===== src/rtl/ctrl_display_bcd_if.sv =====
// ctrl_display_bcd_if
// Connects the BCD peripheral to the display scan controller.
// Signals:
//   en_i     1 = scan the display, 0 = display off
//   we_i     write strobe, captures bcd_i
//   bcd_i    packed BCD word, nibble k = digit k (k=0 is the LSD)
//   anodo_o  digit enables, active-low
//   seg_o    segments {g,f,e,d,c,b,a}, active-low
//   dp_o     decimal point, active-low (always off)
//   frame_o  one-cycle pulse when digit 0 is lit at frame start
// master drives the controls, slave is the scan controller.
interface ctrl_display_bcd_if #(
    parameter int N_DIGITS = 8
);
    logic                    en_i;
    logic                    we_i;
    logic [4*N_DIGITS-1:0]   bcd_i;
    logic [N_DIGITS-1:0]     anodo_o;
    logic [6:0]              seg_o;
    logic                    dp_o;
    logic                    frame_o;

    modport master (
        output en_i, we_i, bcd_i,
        input  anodo_o, seg_o, dp_o, frame_o
    );

    modport slave (
        input  en_i, we_i, bcd_i,
        output anodo_o, seg_o, dp_o, frame_o
    );
endinterface


===== src/rtl/ctrl_display_bcd.sv =====
// ctrl_display_bcd
// Scan controller for a multiplexed 7-segment display. A pending copy of
// the BCD word is taken on every write; it moves into the displayed copy
// only when a new frame starts, so a frame never shows a mix of two words.
// Each digit is lit for REFRESH_DIV cycles, followed by BLANK_CYC cycles
// with all anodes off, and leading zeros can be blanked.
// Ports:
//   clk_i   system clock, rising edge
//   rst_i   asynchronous reset, active-low
//   bus     ctrl_display_bcd_if.slave (en/we/bcd in, anodes/segs/dp/frame out)
//
// state | meaning
// IDLE  | display off, all anodes high, counters cleared
// SCAN  | digit idx lit for REFRESH_DIV cycles
// GAP   | all anodes off for BLANK_CYC cycles before the next digit
module ctrl_display_bcd #(
    parameter int N_DIGITS    = 8,
    parameter int REFRESH_DIV = 10000,
    parameter int BLANK_CYC   = 100,
    parameter int BLANK_LZ    = 1
) (
    input  logic               clk_i,
    input  logic               rst_i,
    ctrl_display_bcd_if.slave  bus
);
    localparam int W    = 4 * N_DIGITS;
    localparam int IW   = (N_DIGITS > 1) ? $clog2(N_DIGITS) : 1;
    localparam int MAXC = (REFRESH_DIV > BLANK_CYC) ? REFRESH_DIV : BLANK_CYC;
    localparam int CW   = $clog2(MAXC + 1);

    localparam logic [CW-1:0] SCAN_LAST = CW'(REFRESH_DIV - 1);
    localparam logic [CW-1:0] GAP_LAST  = (BLANK_CYC > 0) ? CW'(BLANK_CYC - 1) : '0;
    localparam logic [IW-1:0] IDX_LAST  = IW'(N_DIGITS - 1);

    typedef enum logic [1:0] {IDLE, SCAN, GAP} state_t;

    state_t                state_q, state_d;
    logic [IW-1:0]         idx_q, idx_d;
    logic [CW-1:0]         cnt_q, cnt_d;
    logic [W-1:0]          pend_q, pend_d;
    logic                  pend_v_q, pend_v_d;
    logic [W-1:0]          disp_q, disp_d;
    logic [N_DIGITS-1:0]   anodo_q, anodo_d;
    logic [6:0]            seg_q, seg_d;
    logic                  frame_q, frame_d;
    logic                  load;
    logic                  lz_blank;
    logic [3:0]            nib;
    logic [IW-1:0]         idx_nxt;

    function automatic logic [6:0] decode(input logic [3:0] d);
        case (d)
            4'd0:    decode = 7'b1000000;
            4'd1:    decode = 7'b1111001;
            4'd2:    decode = 7'b0100100;
            4'd3:    decode = 7'b0110000;
            4'd4:    decode = 7'b0011001;
            4'd5:    decode = 7'b0010010;
            4'd6:    decode = 7'b0000010;
            4'd7:    decode = 7'b1111000;
            4'd8:    decode = 7'b0000000;
            4'd9:    decode = 7'b0010000;
            default: decode = 7'b0111111;
        endcase
    endfunction

    always_comb begin
        state_d = state_q;
        idx_d   = idx_q;
        cnt_d   = cnt_q + CW'(1);
        load    = 1'b0;
        idx_nxt = (idx_q == IDX_LAST) ? '0 : idx_q + IW'(1);

        if (!bus.en_i) begin
            state_d = IDLE;
            idx_d   = '0;
            cnt_d   = '0;
        end else begin
            case (state_q)
                IDLE: begin
                    state_d = SCAN;
                    idx_d   = '0;
                    cnt_d   = '0;
                    load    = 1'b1;
                end
                SCAN: begin
                    if (cnt_q == SCAN_LAST) begin
                        cnt_d = '0;
                        if (BLANK_CYC > 0) begin
                            state_d = GAP;
                        end else begin
                            idx_d = idx_nxt;
                            load  = (idx_q == IDX_LAST);
                        end
                    end
                end
                GAP: begin
                    if (cnt_q == GAP_LAST) begin
                        cnt_d   = '0;
                        state_d = SCAN;
                        idx_d   = idx_nxt;
                        load    = (idx_q == IDX_LAST);
                    end
                end
                default: begin
                    state_d = IDLE;
                    idx_d   = '0;
                    cnt_d   = '0;
                end
            endcase
        end
    end

    // The frame load reads the old pending word, so a write on the same
    // edge stays pending and is shown one frame later.
    always_comb begin
        pend_d   = pend_q;
        pend_v_d = pend_v_q;
        disp_d   = disp_q;
        if (load && pend_v_q) begin
            disp_d   = pend_q;
            pend_v_d = 1'b0;
        end
        if (bus.we_i) begin
            pend_d   = bus.bcd_i;
            pend_v_d = 1'b1;
        end
    end

    // Outputs are computed from the next state so the registered outputs
    // line up with the state they describe.
    always_comb begin
        anodo_d  = '1;
        seg_d    = 7'h7F;
        frame_d  = load;
        nib      = disp_d[{idx_d, 2'b00} +: 4];
        lz_blank = (BLANK_LZ != 0) && (idx_d != '0);
        for (int j = 0; j < N_DIGITS; j++) begin
            if (j >= int'(idx_d) && disp_d[4*j +: 4] != 4'd0) begin
                lz_blank = 1'b0;
            end
        end
        if (state_d == SCAN) begin
            anodo_d[idx_d] = 1'b0;
            seg_d          = lz_blank ? 7'h7F : decode(nib);
        end
    end

    always_ff @(posedge clk_i or negedge rst_i) begin
        if (!rst_i) begin
            state_q  <= IDLE;
            idx_q    <= '0;
            cnt_q    <= '0;
            pend_q   <= '0;
            pend_v_q <= 1'b0;
            disp_q   <= '0;
            anodo_q  <= '1;
            seg_q    <= 7'h7F;
            frame_q  <= 1'b0;
        end else begin
            state_q  <= state_d;
            idx_q    <= idx_d;
            cnt_q    <= cnt_d;
            pend_q   <= pend_d;
            pend_v_q <= pend_v_d;
            disp_q   <= disp_d;
            anodo_q  <= anodo_d;
            seg_q    <= seg_d;
            frame_q  <= frame_d;
        end
    end

    assign bus.anodo_o = anodo_q;
    assign bus.seg_o   = seg_q;
    assign bus.dp_o    = 1'b1;
    assign bus.frame_o = frame_q;
endmodule


===== src/flat_wrapper.sv =====
// flat-port wrapper written by rule: the top's interface ports become plain ports
module ctrl_display_bcd_flat 
#(
    parameter int N_DIGITS    = 8,
    parameter int REFRESH_DIV = 10000,
    parameter int BLANK_CYC   = 100,
    parameter int BLANK_LZ    = 1
)
  (clk_i, rst_i, bus_en_i, bus_we_i, bus_bcd_i, bus_anodo_o, bus_seg_o, bus_dp_o, bus_frame_o);
  ctrl_display_bcd_if #(.N_DIGITS(N_DIGITS)) bus_i ();
  input  logic clk_i;
  input  logic rst_i;
  input wire logic [$bits(bus_i.en_i)-1:0] bus_en_i;
  input wire logic [$bits(bus_i.we_i)-1:0] bus_we_i;
  input wire logic [$bits(bus_i.bcd_i)-1:0] bus_bcd_i;
  output wire logic [$bits(bus_i.anodo_o)-1:0] bus_anodo_o;
  output wire logic [$bits(bus_i.seg_o)-1:0] bus_seg_o;
  output wire logic [$bits(bus_i.dp_o)-1:0] bus_dp_o;
  output wire logic [$bits(bus_i.frame_o)-1:0] bus_frame_o;
  assign bus_i.en_i = bus_en_i;
  assign bus_i.we_i = bus_we_i;
  assign bus_i.bcd_i = bus_bcd_i;
  assign bus_anodo_o = bus_i.anodo_o;
  assign bus_seg_o = bus_i.seg_o;
  assign bus_dp_o = bus_i.dp_o;
  assign bus_frame_o = bus_i.frame_o;
  ctrl_display_bcd #(.N_DIGITS(N_DIGITS), .REFRESH_DIV(REFRESH_DIV), .BLANK_CYC(BLANK_CYC), .BLANK_LZ(BLANK_LZ)) u_core (.clk_i(clk_i), .rst_i(rst_i), .bus(bus_i));
endmodule

===== config.mk =====
export PLATFORM = sky130hd
export DESIGN_NAME = ctrl_display_bcd_flat
export DESIGN_NICKNAME = d
export VERILOG_FILES = /design/src/rtl/ctrl_display_bcd_if.sv /design/src/rtl/ctrl_display_bcd.sv /design/src/flat_wrapper.sv
export SDC_FILE = /design/constraint.sdc
export NUM_CORES = 1
export LEC_CHECK = 0
export ABC_AREA = 1
export BUFFER_PORTS_ARGS = -buffer_cell sky130_fd_sc_hd__buf_2
export CORE_UTILIZATION = 28
export DETAILED_ROUTE_END_ITERATION = 7
export HOLD_SLACK_MARGIN = 0.15
export RECOVER_POWER = 25
export SYNTH_ARGS = -nofsm -noshare
export SYNTH_HDL_FRONTEND = slang
export SYNTH_SLANG_ARGS = --single-unit

===== constraint.sdc =====
create_clock -name clk_i -period 5.45 [get_ports clk_i]
set_input_delay 0.545 -clock clk_i [delete_from_list [all_inputs] [get_ports clk_i]]
set_output_delay 0.545 -clock clk_i [all_outputs]
set_load 0.02 [all_outputs]

==> results by group <==
Clock network
  – Cts hold-fix bufs: 0
  – Setup bufs post-CTS: 0
  – H-tree levels: 3
  – Num CTS Buffers: 9
  – Clk_lat worst skew: 0.35 ns
  – CTS max path bufs: 2
  – # clock sinks: 100
  – CTS tree: done
  – CTS root buf: clkbuf_16
  – CTS resizes: 0
  – Clk slew on worst S/H paths: 0.07 ns

Global route
  – All-Layer GR Usage: 13.4%
  – Total gr overflow: 0
  – Largest net degree at the start of global routing: 68
  – Initial antenna violation count: 0
  – Vias in the first global route: 3885
  – First-pass GRT wire length: 19500 µm

STA
  – Final setup fails: 0
  – Min Tclk post-route: 3.50 ns
  – Final hold violation count: 0
  – Worst-Margin Slew: 1.92 ns
  – FMAX: 0.285 GHz
  – Skew final: 0.00977 ns
  – Setup TNS Final: 0 ns
  – Worst relative slew slack: -27.8%
  – Hold slack final: 0.385 ns
  – Final slew viol count: 103
  – Period utilisation layout: 64.3%
  – Unrepaired setup endpoints after global routing: no

Power
  – Max rail drop VDD: 153 µV
  – Leak: 2.90 nW
  – Cell area power density: 314 mW/mm²

Floorplan
  – Ports: 53
  – Core footprint: 0.0180 mm²
  – Site row count: 49
  – Die area: 0.0189 mm²
  – Die Width: 138 µm
  – Initial core utilization: 28.6%
  – Die height: 138 µm

Critical path
  – Crit start category: flip-flop
  – Kind of critical path: flip-flop to flip-flop
  – Worst path max stage delay: 0.49 ns
  – CP arrival: 3.77 ns
  – CP max-delay cell: nand3_4
  – Max FO, Critical Path: 39
  – Worst EP required: 5.72 ns
  – Crit path cell chain: ha_1, inv_2, nor2_4, nand2_2, nor2_2, nand3_2, nand2_2, nand3_4, o21ai_1, nor2_1, nor2_1, nand2_1, nor2_2, inv_1, ha_1, nand3b_1, nand3_1, nand3_1
  – CP Capture Type: flip-flop
  – Crit. Startpoint: u_core.cnt_q[0]
  – R2R Path Start: u_core.cnt_q[0]

Detailed routing
  – Via Count: 4014
  – Pre-antenna DRT Iters: 6
  – Drt total wl: 11500 µm
  – DR WL/cell: 12.5 µm
  – Via/cell ratio: 4.37
  – Post-route ant nets: 0
  – Starting DRC count in detailed routing: 213
  – DRC viols: 0

Synthesis
  – Synthesized instance count: 646
  – Post-Syn Nets: 694
  – Synthesized cell area: 0.00515 mm²
  – Sequential area share after synthesis: 48.9%
  – Yosys top cell by area: dfrtp_1
  – Netlist cell types: 36
  – Avg Synthesized Cell Area: 7.98 µm²
  – Syn. warnings: 0
  – #FFs+latches synth: 100
  – Area share of the largest cell type after synthesis: 41.3%
  – Top cells by area, synth: dfrtp_1 41%, nand2_1 16%, dfstp_2 7.6%

Layout
  – Reg area: 0.00252 mm²
  – Fin nets: 732
  – ANT cells: 0
  – Fill cell count: 1979
  – Layout cells sized above 1: 15.5%
  – Most common cell after layout, fill and taps aside: nand2_1
  – Commonest non-fill, non-tap cells in the layout: 221 x nand2_1, 85 x dfrtp_1, 63 x nor2_1
  – Area delta synth->final: 12.7%
  – Area of the multi-input gates: 0.00221 mm²

Status
  – Failing checks: max-capacitance violations, max-slew violations
  – Status: finished with violations

Hold path
  – Hold Path Origin: bus_bcd_i[4]
  – HP Class: input pin to flip-flop

Placed design
  – DP HPWL: 8370 µm
  – Final GP Congestion: 0.789
  – Port bufs: 51

Flow run
  – Max-Cap Viols: 2
-- state kept, by name, summed over array words and instances, names as in the netlist --
name	cells
u_core.disp_q	32
u_core.pend_v_q	1
u_core.bus.seg_o	7
u_core.bus.frame_o	1
u_core.idx_q	3
u_core.bus.anodo_o	8
u_core.pend_q	32
u_core.state_q	2
u_core.cnt_q	14
-- per-layer routing --
layer,vias to the layer above,routed length [µm],global-route usage (%),part of all wire [%]
li1,2109,-,-,-
met1,1812,6160,20.0,54
met2,82,4720,19.1,41
met3,11,452,2.94,3.9
met4,0,177,4.09,1.5
met5,-,0,0,0
-- logic make-up after synthesis --
group / share of synthesized area (%)
AND/OR/NAND/NOR: 36.1
adder cells (fa/ha/maj): 2.91
buffers and inverters: 8.21
XOR/XNOR: 0.850
flip-flops: 48.9
AO/OA/AOI/OAI: 2.91
other: 0.0728
-- path summary, 6_finish.rpt --
check                      slack, ns                  end  cells after the start
max in group asynchronous       2.25    u_core.disp_q[12]                      2
min in group asynchronous       0.71     u_core.cnt_q[11]                      1
hold reg to reg                 0.47    u_core.pend_q[21]                      2
hold / removal                  0.38     u_core.pend_q[4]                      3
setup / recovery                1.95  u_core.bus.seg_o[0]                     18
setup reg to reg                1.95  u_core.bus.seg_o[0]                     18
-- synth_stat cells --
library cell	n
a21boi_4	1
a21oi_1	5
and2_1	1
buf_2	2
buf_4	2
buf_6	8
clkbuf_1	13
clkinv_1	1
conb_1	1
dfrtp_1	85
dfstp_2	15
ha_1	12
inv_1	62
inv_2	6
nand2_1	221
nand2_2	12
nand2_4	3
nand3_1	46
nand3_2	2
nand3_4	1
nand3b_1	2
nand4_1	33
nor2_1	63
nor2_2	9
nor2_4	5
nor3_1	8
nor3_2	1
nor3b_1	2
nor4_1	1
o211ai_1	4
o21ai_0	4
o21ai_1	6
o21ai_2	3
or2_2	1
xnor2_1	1
xor2_1	4
-- final cells by class --
class	instances	area share, %
multi-input cells	452	38.0
inverters	69	4.46
well taps	229	4.93
clock inverters	5	1.08
repair buffers	52	4.09
flip-flops and latches	100	43.4
clock buffers	11	4.01
-- metrics by stage --
| step | cells | area, µm² | total power, mW | setup slack, ns | utilization (%) |
|---|---|---|---|---|---|
| 2_1_floorplan | 646 | 5150 | 1.10 | 2.94 | - |
| 3_3_place_gp | 902 | 5540 | 1.19 | 2.05 | 30.7 |
| 3_5_place_dp | 902 | 5540 | 1.20 | 1.95 | 30.7 |
| 4_1_cts | 918 | 5840 | 1.85 | 1.94 | 32.4 |
| 5_1_grt | 918 | 5810 | 1.93 | 1.52 | 32.2 |
| 6_report | 918 | 5810 | 1.82 | 1.95 | 32.2 |
-- power breakdown --
group	total [mW]	internal, mW	switching, mW
registers	0.864	0.828	0.0362
logic	0.311	0.0979	0.213
clock network	0.646	0.358	0.288
-- worst max-delay path: cells and delay by family (launching register included) --
family | cells | cell delay (ns)
buf+inv | 2 | 0.15
compound gates | 1 | 0.40
fa+ha+maj | 2 | 0.41
flops | 1 | 0.38
simple gates | 13 | 2.06
No activity file was read; power rests on OpenSTA's default activity.
